===== src/rtl/rv32im_pkg.sv =====
// Shared definitions for the RV32IM load/store path: funct3 encodings,
// memory word-size encodings, LSU controller states, and a legality helper.
package rv32im_pkg;

  localparam logic [2:0] F3_B  = 3'b000;
  localparam logic [2:0] F3_H  = 3'b001;
  localparam logic [2:0] F3_W  = 3'b010;
  localparam logic [2:0] F3_BU = 3'b100;
  localparam logic [2:0] F3_HU = 3'b101;

  typedef enum logic [1:0] {
    SZ_BYTE = 2'b00,
    SZ_HALF = 2'b01,
    SZ_WORD = 2'b10
  } mem_size_e;

  typedef enum logic [2:0] {
    ST_IDLE,
    ST_ISSUE,
    ST_WAIT,
    ST_RECOVER,
    ST_DONE
  } lsu_state_e;

  // Stores accept only B/H/W; loads additionally accept BU/HU.
  function automatic logic legal_access(input logic write, input logic [2:0] funct3);
    logic ok;
    ok = (funct3 == F3_B) || (funct3 == F3_H) || (funct3 == F3_W);
    if (!write) ok = ok || (funct3 == F3_BU) || (funct3 == F3_HU);
    return ok;
  endfunction

endpackage


===== src/rtl/rv32im_lsu_if.sv =====
// Request interface between the LSU (master) and rv32im_memory (slave).
// master drives clear / data_ready / addr / data / word_size / write;
// slave returns the raw 32-bit word, busy and the sticky error flag.
interface rv32im_lsu_if;
  logic        mem_clear_o;
  logic        mem_data_ready_o;
  logic [31:0] mem_addr_o;
  logic [31:0] mem_data_o;
  logic [1:0]  mem_word_size_o;
  logic        mem_write_o;
  logic [31:0] mem_data_i;
  logic        mem_busy_i;
  logic        mem_err_i;

  modport master (
    output mem_clear_o, mem_data_ready_o, mem_addr_o, mem_data_o,
           mem_word_size_o, mem_write_o,
    input  mem_data_i, mem_busy_i, mem_err_i
  );

  modport slave (
    input  mem_clear_o, mem_data_ready_o, mem_addr_o, mem_data_o,
           mem_word_size_o, mem_write_o,
    output mem_data_i, mem_busy_i, mem_err_i
  );
endinterface


===== src/rtl/rv32im_load_align.sv =====
// Combinational load datapath.
//   raw_i       : raw 32-bit word from memory (not lane shifted)
//   lane_i      : byte offset of the current sub-access
//   size_i      : size of the current sub-access
//   funct3_i    : original load funct3 (selects sign/zero extension)
//   buf_i       : assembled little-endian load buffer
//   lane_data_o : current sub-access data, right-justified and zero-filled
//   result_o    : buf_i extended per funct3_i
module rv32im_load_align
  import rv32im_pkg::*;
(
  input  logic [31:0] raw_i,
  input  logic [1:0]  lane_i,
  input  mem_size_e   size_i,
  input  logic [2:0]  funct3_i,
  input  logic [31:0] buf_i,
  output logic [31:0] lane_data_o,
  output logic [31:0] result_o
);

  logic [7:0] byte_sel;

  always_comb begin
    case (lane_i)
      2'd0:    byte_sel = raw_i[7:0];
      2'd1:    byte_sel = raw_i[15:8];
      2'd2:    byte_sel = raw_i[23:16];
      default: byte_sel = raw_i[31:24];
    endcase
  end

  always_comb begin
    lane_data_o = raw_i;
    case (size_i)
      SZ_BYTE: lane_data_o = {24'h0, byte_sel};
      SZ_HALF: lane_data_o = lane_i[1] ? {16'h0, raw_i[31:16]} : {16'h0, raw_i[15:0]};
      default: lane_data_o = raw_i;
    endcase
  end

  always_comb begin
    result_o = buf_i;
    case (funct3_i)
      F3_B:    result_o = {{24{buf_i[7]}}, buf_i[7:0]};
      F3_H:    result_o = {{16{buf_i[15]}}, buf_i[15:0]};
      F3_BU:   result_o = {24'h0, buf_i[7:0]};
      F3_HU:   result_o = {16'h0, buf_i[15:0]};
      default: result_o = buf_i;
    endcase
  end

endmodule


===== src/rtl/rv32im_lsu.sv =====
// RV32 load/store unit between execute and rv32im_memory.
//   clk_i, clear_i          : clock, synchronous active-high clear
//   req_i / ready_o         : request handshake from execute
//   write_i, funct3_i       : access kind
//   addr_i, wdata_i         : byte address, store data
//   done_o, rdata_o, err_o  : one-cycle completion with extended load data / error
//   mem                     : request port to rv32im_memory
// Misaligned half/word accesses are split into sequential byte accesses so
// the memory only ever sees naturally aligned requests.
module rv32im_lsu
  import rv32im_pkg::*;
#(
  parameter int unsigned XLEN = 32
)
(
  input  logic            clk_i,
  input  logic            clear_i,
  input  logic            req_i,
  output logic            ready_o,
  input  logic            write_i,
  input  logic [2:0]      funct3_i,
  input  logic [XLEN-1:0] addr_i,
  input  logic [XLEN-1:0] wdata_i,
  output logic            done_o,
  output logic [XLEN-1:0] rdata_o,
  output logic            err_o,
  rv32im_lsu_if.master    mem
);

  lsu_state_e state_q, state_d;

  logic            write_q;
  logic [2:0]      funct3_q;
  logic [XLEN-1:0] base_q;
  logic [XLEN-1:0] wdata_q;
  logic [XLEN-1:0] buf_q;
  logic [1:0]      idx_q;
  logic [1:0]      last_q;
  logic            split_q;
  mem_size_e       size_q;
  logic            err_q;

  logic            legal;
  mem_size_e       size_d;
  logic [1:0]      last_d;
  logic            split_d;

  logic [XLEN-1:0] sub_addr;
  logic [7:0]      store_byte;
  logic [31:0]     lane_data;
  logic [31:0]     load_result;
  logic            sub_ok;

  // Sub-access plan for the incoming request.
  always_comb begin
    legal   = legal_access(write_i, funct3_i);
    size_d  = SZ_BYTE;
    last_d  = 2'd0;
    split_d = 1'b0;
    case (funct3_i[1:0])
      2'b01: begin
        if (addr_i[0]) begin
          split_d = 1'b1;
          last_d  = 2'd1;
        end else begin
          size_d  = SZ_HALF;
        end
      end
      2'b10: begin
        if (addr_i[1:0] != 2'b00) begin
          split_d = 1'b1;
          last_d  = 2'd3;
        end else begin
          size_d  = SZ_WORD;
        end
      end
      default: ;
    endcase
  end

  assign sub_addr = base_q + {{(XLEN-2){1'b0}}, idx_q};
  assign sub_ok   = !mem.mem_busy_i && !mem.mem_err_i;

  always_comb begin
    case (idx_q)
      2'd0:    store_byte = wdata_q[7:0];
      2'd1:    store_byte = wdata_q[15:8];
      2'd2:    store_byte = wdata_q[23:16];
      default: store_byte = wdata_q[31:24];
    endcase
  end

  rv32im_load_align u_align (
    .raw_i       (mem.mem_data_i),
    .lane_i      (sub_addr[1:0]),
    .size_i      (size_q),
    .funct3_i    (funct3_q),
    .buf_i       (buf_q),
    .lane_data_o (lane_data),
    .result_o    (load_result)
  );

  always_ff @(posedge clk_i) begin
    if (clear_i) begin
      state_q  <= ST_IDLE;
      write_q  <= 1'b0;
      funct3_q <= '0;
      base_q   <= '0;
      wdata_q  <= '0;
      buf_q    <= '0;
      idx_q    <= '0;
      last_q   <= '0;
      split_q  <= 1'b0;
      size_q   <= SZ_BYTE;
      err_q    <= 1'b0;
    end else begin
      state_q <= state_d;
      case (state_q)
        ST_IDLE: begin
          if (req_i) begin
            write_q  <= write_i;
            funct3_q <= funct3_i;
            base_q   <= addr_i;
            wdata_q  <= wdata_i;
            buf_q    <= '0;
            idx_q    <= '0;
            last_q   <= last_d;
            split_q  <= split_d;
            size_q   <= size_d;
            err_q    <= !legal;
          end
        end
        ST_WAIT: begin
          if (sub_ok) begin
            if (!write_q) begin
              // Split accesses assemble bytes little-endian at the sub-access index.
              if (split_q) buf_q[{idx_q, 3'b000} +: 8] <= lane_data[7:0];
              else         buf_q <= lane_data;
            end
            idx_q <= idx_q + 2'd1;
          end
        end
        ST_RECOVER: err_q <= 1'b1;
        default: ;
      endcase
    end
  end

  always_comb begin
    state_d = state_q;
    case (state_q)
      ST_IDLE:    if (req_i) state_d = legal ? ST_ISSUE : ST_DONE;
      ST_ISSUE:   state_d = ST_WAIT;
      ST_WAIT: begin
        if (!mem.mem_busy_i) begin
          if (mem.mem_err_i)        state_d = ST_RECOVER;
          else if (idx_q == last_q) state_d = ST_DONE;
          else                      state_d = ST_ISSUE;
        end
      end
      ST_RECOVER: state_d = ST_DONE;
      ST_DONE:    state_d = ST_IDLE;
      default:    state_d = ST_IDLE;
    endcase
  end

  always_comb begin
    ready_o              = (state_q == ST_IDLE);
    done_o               = (state_q == ST_DONE);
    err_o                = (state_q == ST_DONE) && err_q;
    rdata_o              = load_result;
    mem.mem_clear_o      = clear_i || (state_q == ST_RECOVER);
    mem.mem_data_ready_o = (state_q == ST_ISSUE);
    mem.mem_addr_o       = '0;
    mem.mem_data_o       = '0;
    mem.mem_word_size_o  = SZ_BYTE;
    mem.mem_write_o      = 1'b0;
    // Request fields are held stable for the whole ISSUE/WAIT span.
    if (state_q == ST_ISSUE || state_q == ST_WAIT) begin
      mem.mem_addr_o      = sub_addr;
      mem.mem_word_size_o = size_q;
      mem.mem_write_o     = write_q;
      case (size_q)
        SZ_BYTE: mem.mem_data_o = {4{store_byte}};
        SZ_HALF: mem.mem_data_o = {2{wdata_q[15:0]}};
        default: mem.mem_data_o = wdata_q;
      endcase
    end
  end

endmodule


===== src/flat_wrapper.sv =====
// flat-port wrapper written by rule: the top's interface ports become plain ports
module rv32im_lsu_flat import rv32im_pkg::*;
#(
  parameter int unsigned XLEN = 32
)
  (clk_i, clear_i, req_i, ready_o, write_i, funct3_i, addr_i, wdata_i, done_o, rdata_o, err_o, mem_mem_clear_o, mem_mem_data_ready_o, mem_mem_addr_o, mem_mem_data_o, mem_mem_word_size_o, mem_mem_write_o, mem_mem_data_i, mem_mem_busy_i, mem_mem_err_i);
  rv32im_lsu_if mem_i ();
  input  logic clk_i;
  input  logic clear_i;
  input  logic req_i;
  output logic ready_o;
  input  logic write_i;
  input  logic [2:0] funct3_i;
  input  logic [XLEN-1:0] addr_i;
  input  logic [XLEN-1:0] wdata_i;
  output logic done_o;
  output logic [XLEN-1:0] rdata_o;
  output logic err_o;
  output wire logic [$bits(mem_i.mem_clear_o)-1:0] mem_mem_clear_o;
  output wire logic [$bits(mem_i.mem_data_ready_o)-1:0] mem_mem_data_ready_o;
  output wire logic [$bits(mem_i.mem_addr_o)-1:0] mem_mem_addr_o;
  output wire logic [$bits(mem_i.mem_data_o)-1:0] mem_mem_data_o;
  output wire logic [$bits(mem_i.mem_word_size_o)-1:0] mem_mem_word_size_o;
  output wire logic [$bits(mem_i.mem_write_o)-1:0] mem_mem_write_o;
  input wire logic [$bits(mem_i.mem_data_i)-1:0] mem_mem_data_i;
  input wire logic [$bits(mem_i.mem_busy_i)-1:0] mem_mem_busy_i;
  input wire logic [$bits(mem_i.mem_err_i)-1:0] mem_mem_err_i;
  assign mem_mem_clear_o = mem_i.mem_clear_o;
  assign mem_mem_data_ready_o = mem_i.mem_data_ready_o;
  assign mem_mem_addr_o = mem_i.mem_addr_o;
  assign mem_mem_data_o = mem_i.mem_data_o;
  assign mem_mem_word_size_o = mem_i.mem_word_size_o;
  assign mem_mem_write_o = mem_i.mem_write_o;
  assign mem_i.mem_data_i = mem_mem_data_i;
  assign mem_i.mem_busy_i = mem_mem_busy_i;
  assign mem_i.mem_err_i = mem_mem_err_i;
  rv32im_lsu #(.XLEN(XLEN)) u_core (.clk_i(clk_i), .clear_i(clear_i), .req_i(req_i), .ready_o(ready_o), .write_i(write_i), .funct3_i(funct3_i), .addr_i(addr_i), .wdata_i(wdata_i), .done_o(done_o), .rdata_o(rdata_o), .err_o(err_o), .mem(mem_i));
endmodule

===== config.mk =====
export PLATFORM = sky130hd
export DESIGN_NAME = rv32im_lsu_flat
export DESIGN_NICKNAME = d
export VERILOG_FILES = /design/src/rtl/rv32im_pkg.sv /design/src/rtl/rv32im_lsu_if.sv /design/src/rtl/rv32im_load_align.sv /design/src/rtl/rv32im_lsu.sv /design/src/flat_wrapper.sv
export SDC_FILE = /design/constraint.sdc
export NUM_CORES = 1
export LEC_CHECK = 0
export CORE_MARGIN = 4
export CORE_UTILIZATION = 30
export CTS_BUF_LIST = sky130_fd_sc_hd__clkbuf_16
export CTS_CLUSTER_DIAMETER = 50
export DETAILED_ROUTE_END_ITERATION = 6
export GPL_ROUTABILITY_DRIVEN = 0
export GPL_TIMING_DRIVEN = 0
export PLACE_DENSITY_LB_ADDON = 0.25
export SLEW_MARGIN = 20
export SYNTH_ARGS = -nofsm -noshare
export SYNTH_HDL_FRONTEND = slang
export SYNTH_SLANG_ARGS = --single-unit

===== constraint.sdc =====
create_clock -name clk_i -period 10.7 [get_ports clk_i]
set_clock_uncertainty 0.05 [all_clocks]
set_input_delay 3.21 -clock clk_i [delete_from_list [all_inputs] [get_ports clk_i]]
set_output_delay 3.21 -clock clk_i [all_outputs]
set_load 0.01 [all_outputs]

# Word level (Yosys, flattened, before mapping)
# Index checks and enable logic that the tools add are counted.
# word_totals
regBits,111
word_cells,101
# op_classes
mux,37
n_shift,2
n_reduce_logical,25
n_addsub,3
eq_ne,23
# op_table
operator,n
$mux W32,6
$pmux W32 S2,3
$pmux W32 S4,1
$pmux W8 S3,2
$add A32 B2 Y32,1
$bwmux W32,1
$shift A8 B7 Y32 const A,1
$shiftx A8 B7 Y32,1
$mux W16,1
$eq A3 B3 Y1 const B,5
$mux W3,5
$pmux W2 S2,3
$pmux W3 S4,1
$mux W2,5
$eq A3 B1 Y1 const B,3
$eq A3 B2 Y1 const B,3
$logic_not A3 Y1,3
$eq A2 B1 Y1 const B,4
$mux W1,7
$neg A5 Y7,1
$eq A2 B2 Y1 const B,3
$logic_not A2 Y1,3
$logic_or A1 B1 Y1,6
$ne A2 B2 Y1 const B,3
10 further kinds,18

# Longest topological paths before layout
# Gate-level depths: netlist of run 1.
# depth
depth_word,10
depth_mapped,10
ltp_nobuf,8

# By module
# From an unflattened synthesis of run 1, not the netlist that was laid out.
# unflattened
hier_cells,954
area_unflattened_um2,6925.4
# by_module_without_submodules
mod,n_inst,area_per_inst_um2,cells_each
rv32im_lsu,1,5950.7,794
rv32im_load_align,1,974.7,160

# Worst setup path after synthesis of run 1
# OpenSTA, ideal clock, no wires.
# synth_timing
path_type,input-to-output
start,in clear_i
end,out mem_mem_clear_o
n_path_buf,2
path_stages,3
arrival_time_ns,3.929
path_slack_ns,3.511
cell_sequence,clkbuf_1 > clkbuf_1 > nand2b_1
# synth_between
elab_chain_cells,1
# synth_lines
element,line_no,source
"start, declared",flat_wrapper.sv:9,input logic clear_i;
$logic_or A1 B1 Y1,rv32im_lsu.sv:172,mem.mem_clear_o = clear_i || (state_q == ST_RECOVER);
"end, declared",flat_wrapper.sv:19,output wire logic [$bits(mem_i.mem_clear_o)-1:0] mem_mem_clear_o;
# No other way between the ends.

# Worst setup path in the final report of run 1
# Same ends and word-level chain as after synthesis.

==> results of run 1 <==
## through the flow
stage	hold WS (ps)	setup slack, ps	std cells	instance area [um^2]
2_1_floorplan	369	3510	956	6780
3_3_place_gp	384	1950	1444	9210
3_5_place_dp	390	1920	1444	9210
4_1_cts	409	1910	1460	9550
5_1_grt	424	1830	1460	9550
6_report	409	1960	1460	9550
## cell families after synthesis
logic type / share of synthesized area
adder cells (fa/ha/maj): 0.0233
multiplexers: 0.0327
flip-flops: 0.325
buffers and inverters: 0.0674
AO/OA/AOI/OAI: 0.254
XOR/XNOR: 0.0401
AND/OR/NAND/NOR: 0.258
## sequential cells by signal, summed over array words and instances (netlist names)
register,cells
u_core.state_q,3
u_core.size_q,2
u_core.base_q,32
u_core.err_q,1
u_core.idx_q,2
u_core.wdata_q,32
u_core.last_q,2
u_core.funct3_q,3
u_core.write_q,1
u_core.buf_q,32
## worst paths after layout
kind                            slack (ps)          endpoint             start
worst max register to register        7280  u_core.buf_q[14]   u_core.idx_q[0]
worst min register to register         410  u_core.buf_q[24]  u_core.buf_q[24]
worst min-delay path                   410  u_core.buf_q[24]  u_core.buf_q[24]
worst max-delay path                  1960   mem_mem_clear_o           clear_i
## final cells by class
class | instances | area share
multi-input combinational | 735 | 0.431
sequential | 110 | 0.231
timing repair buffer | 208 | 0.218
tap | 280 | 0.0367
buffer | 75 | 0.0337
clock buffer | 9 | 0.0236
inverter | 36 | 0.0142
clock inverter | 7 | 0.0119
## power groups by stage
stage	Sequential (mW)	Combinational [mW]	Clock, mW
after global routing	0.460	0.264	0.412
final	0.457	0.240	0.389
after global placement	0.465	0.238	0
after detailed placement	0.466	0.239	0
after floorplan	0.458	0.133	0
after CTS	0.456	0.241	0.398
## synth_stat cells (all sizes together), types with 3 or more instances
library cell / number
dfxtp: 110
inv: 34
o22ai: 14
and3: 3
nor3: 17
o21ai: 29
nor2b: 3
nor2: 59
buf: 22
or3: 7
a221oi: 21
and4: 3
nand3: 20
a22o: 17
nand2: 249
a21o: 15
nor4: 5
mux2i: 21
o31ai: 5
o2bb2ai: 3
nor3b: 6
nand4: 12
xor2: 26
a21oi: 130
o211ai: 4
xnor2: 5
a22oi: 11
clkbuf: 53
ha: 11
nand2b: 4
a222oi: 8
## worst max-delay path: stages
cell and delay [ps]:
sky130_fd_sc_hd__clkdlybuf4s50_1 520, sky130_fd_sc_hd__clkbuf_1 490, sky130_fd_sc_hd__clkbuf_1 530, sky130_fd_sc_hd__nand2b_1 190
sky130_fd_sc_hd__clkdlybuf4s50_1 530
## per-layer routing
metal  GRT usage  wire length, um  up-vias
li1            -                -     3780
met1       0.261            11400     3540
met2       0.333            11700      314
met3      0.0492             2220       40
met4      0.0666              602        0
met5           0                0        -
==> results.toml, run 1 <==
[synthesis]
synth_edf_count = 0
yosysSeqAreaShare = 0.325
yosys_warnings = 0
library_cell_with_the_largest_summed_area_after_synthesis = "sky130_fd_sc_hd__dfxtp_1"
yosys-top-cells-area = "sky130_fd_sc_hd__dfxtp_1 32%, sky130_fd_sc_hd__nand2_1 14%, sky130_fd_sc_hd__a21oi_1 9.5%"
synth.cell_area_um2 = 6780
synth.lib_cells_used.distinct = 57
post_synth_inst_count = 956
synth.net_count = 1073
post_synth.cell_area_avg_um2 = 7.09
ffs_w_async_s_r_synth = 0
yosys_register_bits = 110
post-synth-top-area-fraction = 0.325
ys_dominant_reg_cell = "sky130_fd_sc_hd__dfxtp_1"

[hold_path]
holdPathStages = 1
worstHoldPathType = "reg -> reg"

[run_status]
status = "complete, no violations"

[power_and_ir_drop]
clock_power_share = 0.358
leakagePower_nw = 3.48
power_frac_seq = 0.421
p_comb_frac = 0.221
switchingPower_mw = 0.339
design_power_total_mw = 1.09
powerDensity_nw_per_um2 = 114
internal_power_mw = 0.746
power.share.switching = 0.312
vdd.ir_drop.worst_mv = 0.103

[die]
io-pin-count = 209
initial_utilization = 0.308
core-area_um2 = 22000
die_h_um = 158
die_area_um2 = 25100
die_x_um = 158
std_cell_rows = 54

[clock_network]
post_cts.repair.setup_buffers = 0
worstSkewPairLatency_ps = 360
cts.hold.buffers_added = 0
cts_resized = 0
clock_pin_slew_on_the_worst_setup_and_hold_paths_ps = 80
tritoncts = "done"
cts-buffers-inserted = 9
cts_sinks = 110
root_buf_cell = "sky130_fd_sc_hd__clkbuf_16"
cts.htree.levels = 3
cts_buffer_depth = 2

[timing]
period_utilisation_layout = 0.817
timing.final.max_slew_violations = 0
maxClockFrequency_mhz = 114
worst-slew-pin-transition_ps = 1010
final-setup-viol-count = 0
final-hold-violation-count = 0
setup_tns_ps = 0
relSlewSlack = 0.323
final.min_clock_period_ps = 8740
rsz0062_at_grt = "false"

[drt]
detail_route.iter0.violations = 653
firstDrtPassIters = 6
post_drt_wl_per_cell_um = 17.8
vias = 7674
post_drt_via_cell_ratio = 5.26
routed_wl_mm = 25.9
route.antenna.remaining_nets = 0
drc_errors = 0

[global_routing]
groute.usage.overall = 0.202
grt_overflow_total = 0
grt_pass1_vias = 7567
wire_length_of_the_first_global_routing_pass_mm = 39.9
grt_start_max_net_pins = 21
antenna_found_initial = 0

[cells_and_area]
final_core_utilization = 0.433
antennaDiodeCount = 0
most_common_library_cell_in_the_layout_ignoring_fill_and_taps = "sky130_fd_sc_hd__nand2_1"
final_cell_mix = "249 x sky130_fd_sc_hd__nand2_1, 208 x sky130_fd_sc_hd__clkdlybuf4s50_1, 128 x sky130_fd_sc_hd__a21oi_1"
multiInputGateArea_um2 = 4120
nets = 1292
ff_latch_area_um2 = 2200
n_fill_cell = 2308
final_layout_size_suffix_gt1_frac = 0.0364
syn2layout_area_growth_pct = 40.9

[setup_path]
critPathCaptureType = "primary output"
cp_data_required_time_ps = 7440
worst-path-max-fanout = 10
worst_ep_arrival_time_ps = 5480
worstSetupStartpointType = "input pin"
r2r.worst_path.cells = 10
worstSetupPathType = "in -> out"

[place]
hpwlAfterDp_mm = 20.3
number_of_input_and_output_port_buffers_inserted = 208

[run]
number_of_maximum_capacitance_constraint_violations = 0
(Power assumes the default switching activity.)
==> run 2, diff against run 1 <==
==> constraint.sdc (replaced) <==
create_clock -name clk_i -period 7.4 [get_ports clk_i]
set_clock_uncertainty 0.05 [all_clocks]
set_input_delay 2.22 -clock clk_i [delete_from_list [all_inputs] [get_ports clk_i]]
set_output_delay 2.22 -clock clk_i [all_outputs]
set_load 0.01 [all_outputs]
==> results of run 2 <==
Same layout as run 1 (identical final DEF). Status: complete, no violations.
Among the figures that moved: setup slack after placement 1920 ps -> 596 ps; setup slack after layout 1960 ps -> 640 ps; register-to-register setup slack 7280 ps -> 3980 ps; total power 1.09 mW -> 1.57 mW; worst IR drop on VDD 0.103 mV -> 0.149 mV
